$ cat src/rtl/mdu_issue_ctrl.sv
// Issue-side controller for the multiply/divide unit: owns the E-stage MDU op
// register and a shadow occupancy model that stalls MDU-class ops in D.
module mdu_issue_ctrl #(
  parameter int unsigned MULT_LAT = 5,
  parameter int unsigned DIV_LAT  = 10
) (
  input  logic       clk,
  input  logic       reset,
  input  logic [3:0] D_MDUtype,
  input  logic       ext_stall,
  input  logic       MDU_busy,
  output logic [3:0] E_MDUtype,
  output logic       stall_mdu,
  output logic       shadow_busy,
  output logic [3:0] shadow_cnt,
  output logic       busy_mismatch
);

  typedef enum logic [1:0] {
    IDLE = 2'd0,
    MULT = 2'd1,
    DIV  = 2'd2
  } state_e;

  state_e     state_q, state_d;
  logic [3:0] e_type_q, e_type_d;
  logic [3:0] cnt_q, cnt_d;
  logic       busy_q, busy_d;
  logic       mismatch_q, mismatch_d;

  logic d_mdu, e_start, e_long, stall;

  assign d_mdu   = (D_MDUtype >= 4'd1) && (D_MDUtype <= 4'd8);
  assign e_start = (e_type_q >= 4'd1) && (e_type_q <= 4'd4);
  assign e_long  = (e_type_q == 4'd3) || (e_type_q == 4'd4);
  assign stall   = d_mdu && (e_start || busy_q);

  // E-stage register next state: bubble on any stall, squash unused encodings.
  always_comb begin
    // NOTE: every always_comb output gets a default first so no path can
    // leave it unassigned and infer a latch.
    e_type_d = D_MDUtype;
    if (stall || ext_stall) begin
      e_type_d = 4'd0;
    end else if (D_MDUtype > 4'd8) begin
      e_type_d = 4'd0;
    end
  end

  // Shadow occupancy FSM. A start seen while busy is ignored, as the MDU does.
  always_comb begin
    state_d = state_q;
    cnt_d   = cnt_q;
    busy_d  = busy_q;
    unique case (state_q)
      IDLE: begin
        if (e_start) begin
          state_d = e_long ? DIV : MULT;
          cnt_d   = e_long ? 4'(DIV_LAT) : 4'(MULT_LAT);
          busy_d  = 1'b1;
        end else begin
          cnt_d  = 4'd0;
          busy_d = 1'b0;
        end
      end
      MULT, DIV: begin
        if (cnt_q == 4'd1) begin
          state_d = IDLE;
          cnt_d   = 4'd0;
          busy_d  = 1'b0;
        end else begin
          cnt_d = cnt_q - 4'd1;
        end
      end
      default: begin
        state_d = IDLE;
        cnt_d   = 4'd0;
        busy_d  = 1'b0;
      end
    endcase
  end

  assign mismatch_d = mismatch_q | (MDU_busy != busy_q);

  always_ff @(posedge clk) begin
    // NOTE: sequential state uses non-blocking assignments so every register
    // samples pre-edge values regardless of statement order.
    if (reset) begin
      state_q    <= IDLE;
      e_type_q   <= 4'd0;
      cnt_q      <= 4'd0;
      busy_q     <= 1'b0;
      mismatch_q <= 1'b0;
    end else begin
      state_q    <= state_d;
      e_type_q   <= e_type_d;
      cnt_q      <= cnt_d;
      busy_q     <= busy_d;
      mismatch_q <= mismatch_d;
    end
  end

  assign E_MDUtype     = e_type_q;
  assign stall_mdu     = stall;
  assign shadow_busy   = busy_q;
  assign shadow_cnt    = cnt_q;
  assign busy_mismatch = mismatch_q;

endmodule

$ cat config.mk
export PLATFORM = sky130hd
export DESIGN_NAME = mdu_issue_ctrl
export DESIGN_NICKNAME = d
export VERILOG_FILES = /design/src/rtl/mdu_issue_ctrl.sv
export SDC_FILE = /design/constraint.sdc
export NUM_CORES = 1
export LEC_CHECK = 0
export ABC_AREA = 1
export CELL_PAD_IN_SITES_DETAIL_PLACEMENT = 0
export CELL_PAD_IN_SITES_GLOBAL_PLACEMENT = 1
export CORE_MARGIN = 2
export CORE_UTILIZATION = 33
export DETAILED_ROUTE_END_ITERATION = 10
export PLACE_DENSITY_LB_ADDON = 0.1
export RECOVER_POWER = 100
export SYNTH_ARGS = -nofsm -noshare
export SYNTH_HDL_FRONTEND = slang
export SYNTH_SLANG_ARGS = --single-unit
$ cat constraint.sdc
create_clock -name clk -period 2.55 [get_ports clk]
set_input_delay 0.3825 -clock clk [delete_from_list [all_inputs] [get_ports clk]]
set_output_delay 0.3825 -clock clk [all_outputs]
set_load 0.05 [all_outputs]
==> metrics.md <==
| Metric | Value |
|---|---|
| Share of layout cells above drive strength 1 | 0.0614 |
| Routed len/inst | ~8.5 um |
| Startpoint types | primary input |
| Root buffer cell | clkbuf_4 |
| Mapped Area | about 650 um^2 |
| Buffers on Ports | 18 |
| Synth Warn # | 0 |
| Global Route Usage Sum | 0.115 |
| Actual slew at the worst max-slew pin | approximately 0.70 ns |
| DRT antenna net count | 0 |
| Num CTS Buffers | 3 |
| Register area | between 200 and 250 um^2 |
| Synth Area in Simple Gates | 0.286 |
| Die Ht | just under 50 um |
| Final min period | around 2.0 ns |
| Cells resized by post-CTS repair | 0 |
| Multi-input gate area | 300 um^2 |
| Adder and majority cell fraction of the synthesized area | 0.0772 |
| Achievable Freq | between 400 and 500 MHz |
| Compound-Gate Fraction of Synth Area | 0.125 |
| Starting Density | 0.341 |
| Fin. Hold Viols | 0 |
| Sink Count | 12 |
| CTS tree | yes |
| Mapped Cells | 93 |
| Crit share post-route | 0.802 |
| Net Count, Synth | roughly 110 |
| Hold_buf cts | 0 |
| CP endpoint kind | output port |
| First-pass GRT wire length | 2160 um |
| Largest net degree at the start of global routing | 8 |
| Die X | 48.3 um |
| Iter 0 DRT Violations | 1 |
| Final net count | roughly 130 |
| Avg Cell Area, Syn | between 6 and 7 um^2 |
| #FFs+latches synth | 12 |
| Max-slew headroom | 0.530 |
| RSZ-0062 raised after global routing | false |
| Final core occ | 0.457 |
| Avg Vias per Cell | ~4.2 |
| Setup Skew | roughly 0.0089 ns |
| Ant diodes | 0 |
| Hold slack | around 0.47 ns |
| Status | finished clean |
| PnR worst setup slack | slightly above 0.5 ns |
| Core outline area | about 0.0019 mm^2 |
| Clock latency on the worst-skew pair | 0.27 ns |
| Data required, critical path | roughly 2.2 ns |
| Total global routing overflow | 0 |
| Post-synthesis sequential area ratio | 0.371 |
| Max Slew Vio Count | 0 |
| Vias post-DR | approximately 600 |
| Clock slew seen by the registers of the worst setup and hold paths | ~0.070 ns |
| Max-cap violation count | 0 |
| Arrival time worst endpoint | between 1.5 and 2 ns |
| WL final | 1200 um |
| # setup viols final | 0 |
| Hold Path Class | reg2reg |
| Kind of critical path | in2out |
| Largest family of logic cells by synthesized area | simple AND/OR/NAND/NOR gates |
| Setup TNS | 0 ns |
| DRC errors left | 0 |
| GP Congestion | ~0.75 |
| DP HPWL | ~1000 um |
| Max Root-Sink Buffers | 2 |
| DRT Pass-1 Iters | 3 |
| FILL cells | 197 |
| Post-CTS Setup Repair Bufs | 0 |
| FP Rows | 16 |
| CTS H-tree lvls | 1 |
| Initial antenna violation count | 0 |
| Non-filler cells, final | between 100 and 150 |
| CP max FO | 2 |
| Die area | ~0.0023 mm^2 |
| Synth Area in XOR/XNOR | 0.0135 |
| Worst slack at placement | ~0.65 ns |
| Multiplexer area fraction after synthesis | 0 |
| Area growth from synthesis to layout | 34.2% |
| Peak supply drop | ~0.3 mV |
| Placed Cells | ~140 |
| Number of global-route vias before repair | 510 |
| Pwr Density | ~520 mW/mm^2 |
| P_leak | about 0.43 nW |
| Cell variety after synth | 18 |
| IO Pins | 19 |
## cell families (layout without fill, tap and decap cells)
family / after synthesis / in the layout
xor gates and xnor gates: 1 / 1
DFF: 12 / 12
adders and majority gates: 4 / 4
buffers and inverters: 22 / 43
AOI/OAI and AO/OA: 11 / 11
and+or+nand+nor: 43 / 43
## per-stage QoR
stage	instance area [um^2]	power [mW]
final	870	0.449
after global routing	870	0.476
after CTS	895	0.460
after detailed placement	872	0.348
after global placement	872	0.348
after floorplan	648	0.300
## area by class of cell
cell class | count | share of cell area
Inverter | 22 | 0.0950
Multi-Input combinational cell | 59 | 0.345
Sequential cell | 12 | 0.276
Clock buffer | 3 | 0.0259
Tap cell | 27 | 0.0388
Timing Repair Buffer | 18 | 0.219
## worst max-delay path: stages
cell	delay (ns)
dlygate4sd3_1	0.56
o31ai_1	0.32
nand3_1	0.14
inv_1	0.12
buf_12	0.14
## metal layers
| layer | vias to the layer above | share of wire | GRT usage |
|---|---|---|---|
| met3 | 2 | 0.039 | 0.0309 |
| met1 | 254 | 0.52 | 0.157 |
| li1 | 323 | - | - |
| met5 | - | 0 | 0 |
| met2 | 10 | 0.43 | 0.174 |
| met4 | 0 | 0.0084 | 0.0429 |
## power breakdown
part           internal (mW)  switching [mW]
registers              0.198         0.00834
clock network         0.0545          0.0618
logic                 0.0462          0.0798
## sequential cells by signal (all words and copies together), names as in the netlist
signal	cells
busy_mismatch	1
state_q	2
E_MDUtype	4
shadow_busy	1
shadow_cnt	4
## cells in the mapped netlist
library cell | count | area share
nor3_1 | 1 | 0.0077
or2_2 | 1 | 0.0097
nor2_2 | 1 | 0.0097
o31ai_2 | 1 | 0.019
o21ai_0 | 1 | 0.0077
nand3_1 | 3 | 0.023
ha_1 | 4 | 0.077
o21ai_4 | 1 | 0.025
inv_1 | 22 | 0.13
nor2_1 | 14 | 0.081
nand2_1 | 19 | 0.11
nand2_2 | 1 | 0.0097
a21oi_1 | 6 | 0.046
a21oi_2 | 2 | 0.027
dfxtp_1 | 12 | 0.37
nand4_1 | 2 | 0.019
xor2_1 | 1 | 0.014
nand3_2 | 1 | 0.015
## cell usage in the layout (no fill, tap or decap), types with 2 or more instances in the layout
master           netlist  routed
clkdlybuf4s50_1        0       5
nor2_1                14      15
clkbuf_4               0       3
nand4_1                2       2
o21ai_0                1       2
inv_1                 22      22
dfxtp_1               12      12
a21oi_1                6       7
ha_1                   4       4
nand2_1               19      20
dlygate4sd3_1          0      12
nand3_1                3       3
## worst paths after layout
kind	start	endpoint	slack [ns]	cells after the start
max	D_MDUtype[2]	stall_mdu	0.50	5
min	busy_mismatch$_SDFF_PP0_	busy_mismatch$_SDFF_PP0_	0.47	2
max reg2reg	shadow_cnt[1]$_SDFF_PP0_	shadow_cnt[0]$_SDFF_PP0_	0.92	7
min reg2reg	busy_mismatch$_SDFF_PP0_	busy_mismatch$_SDFF_PP0_	0.47	2
Power figures use the tool's default switching activity.
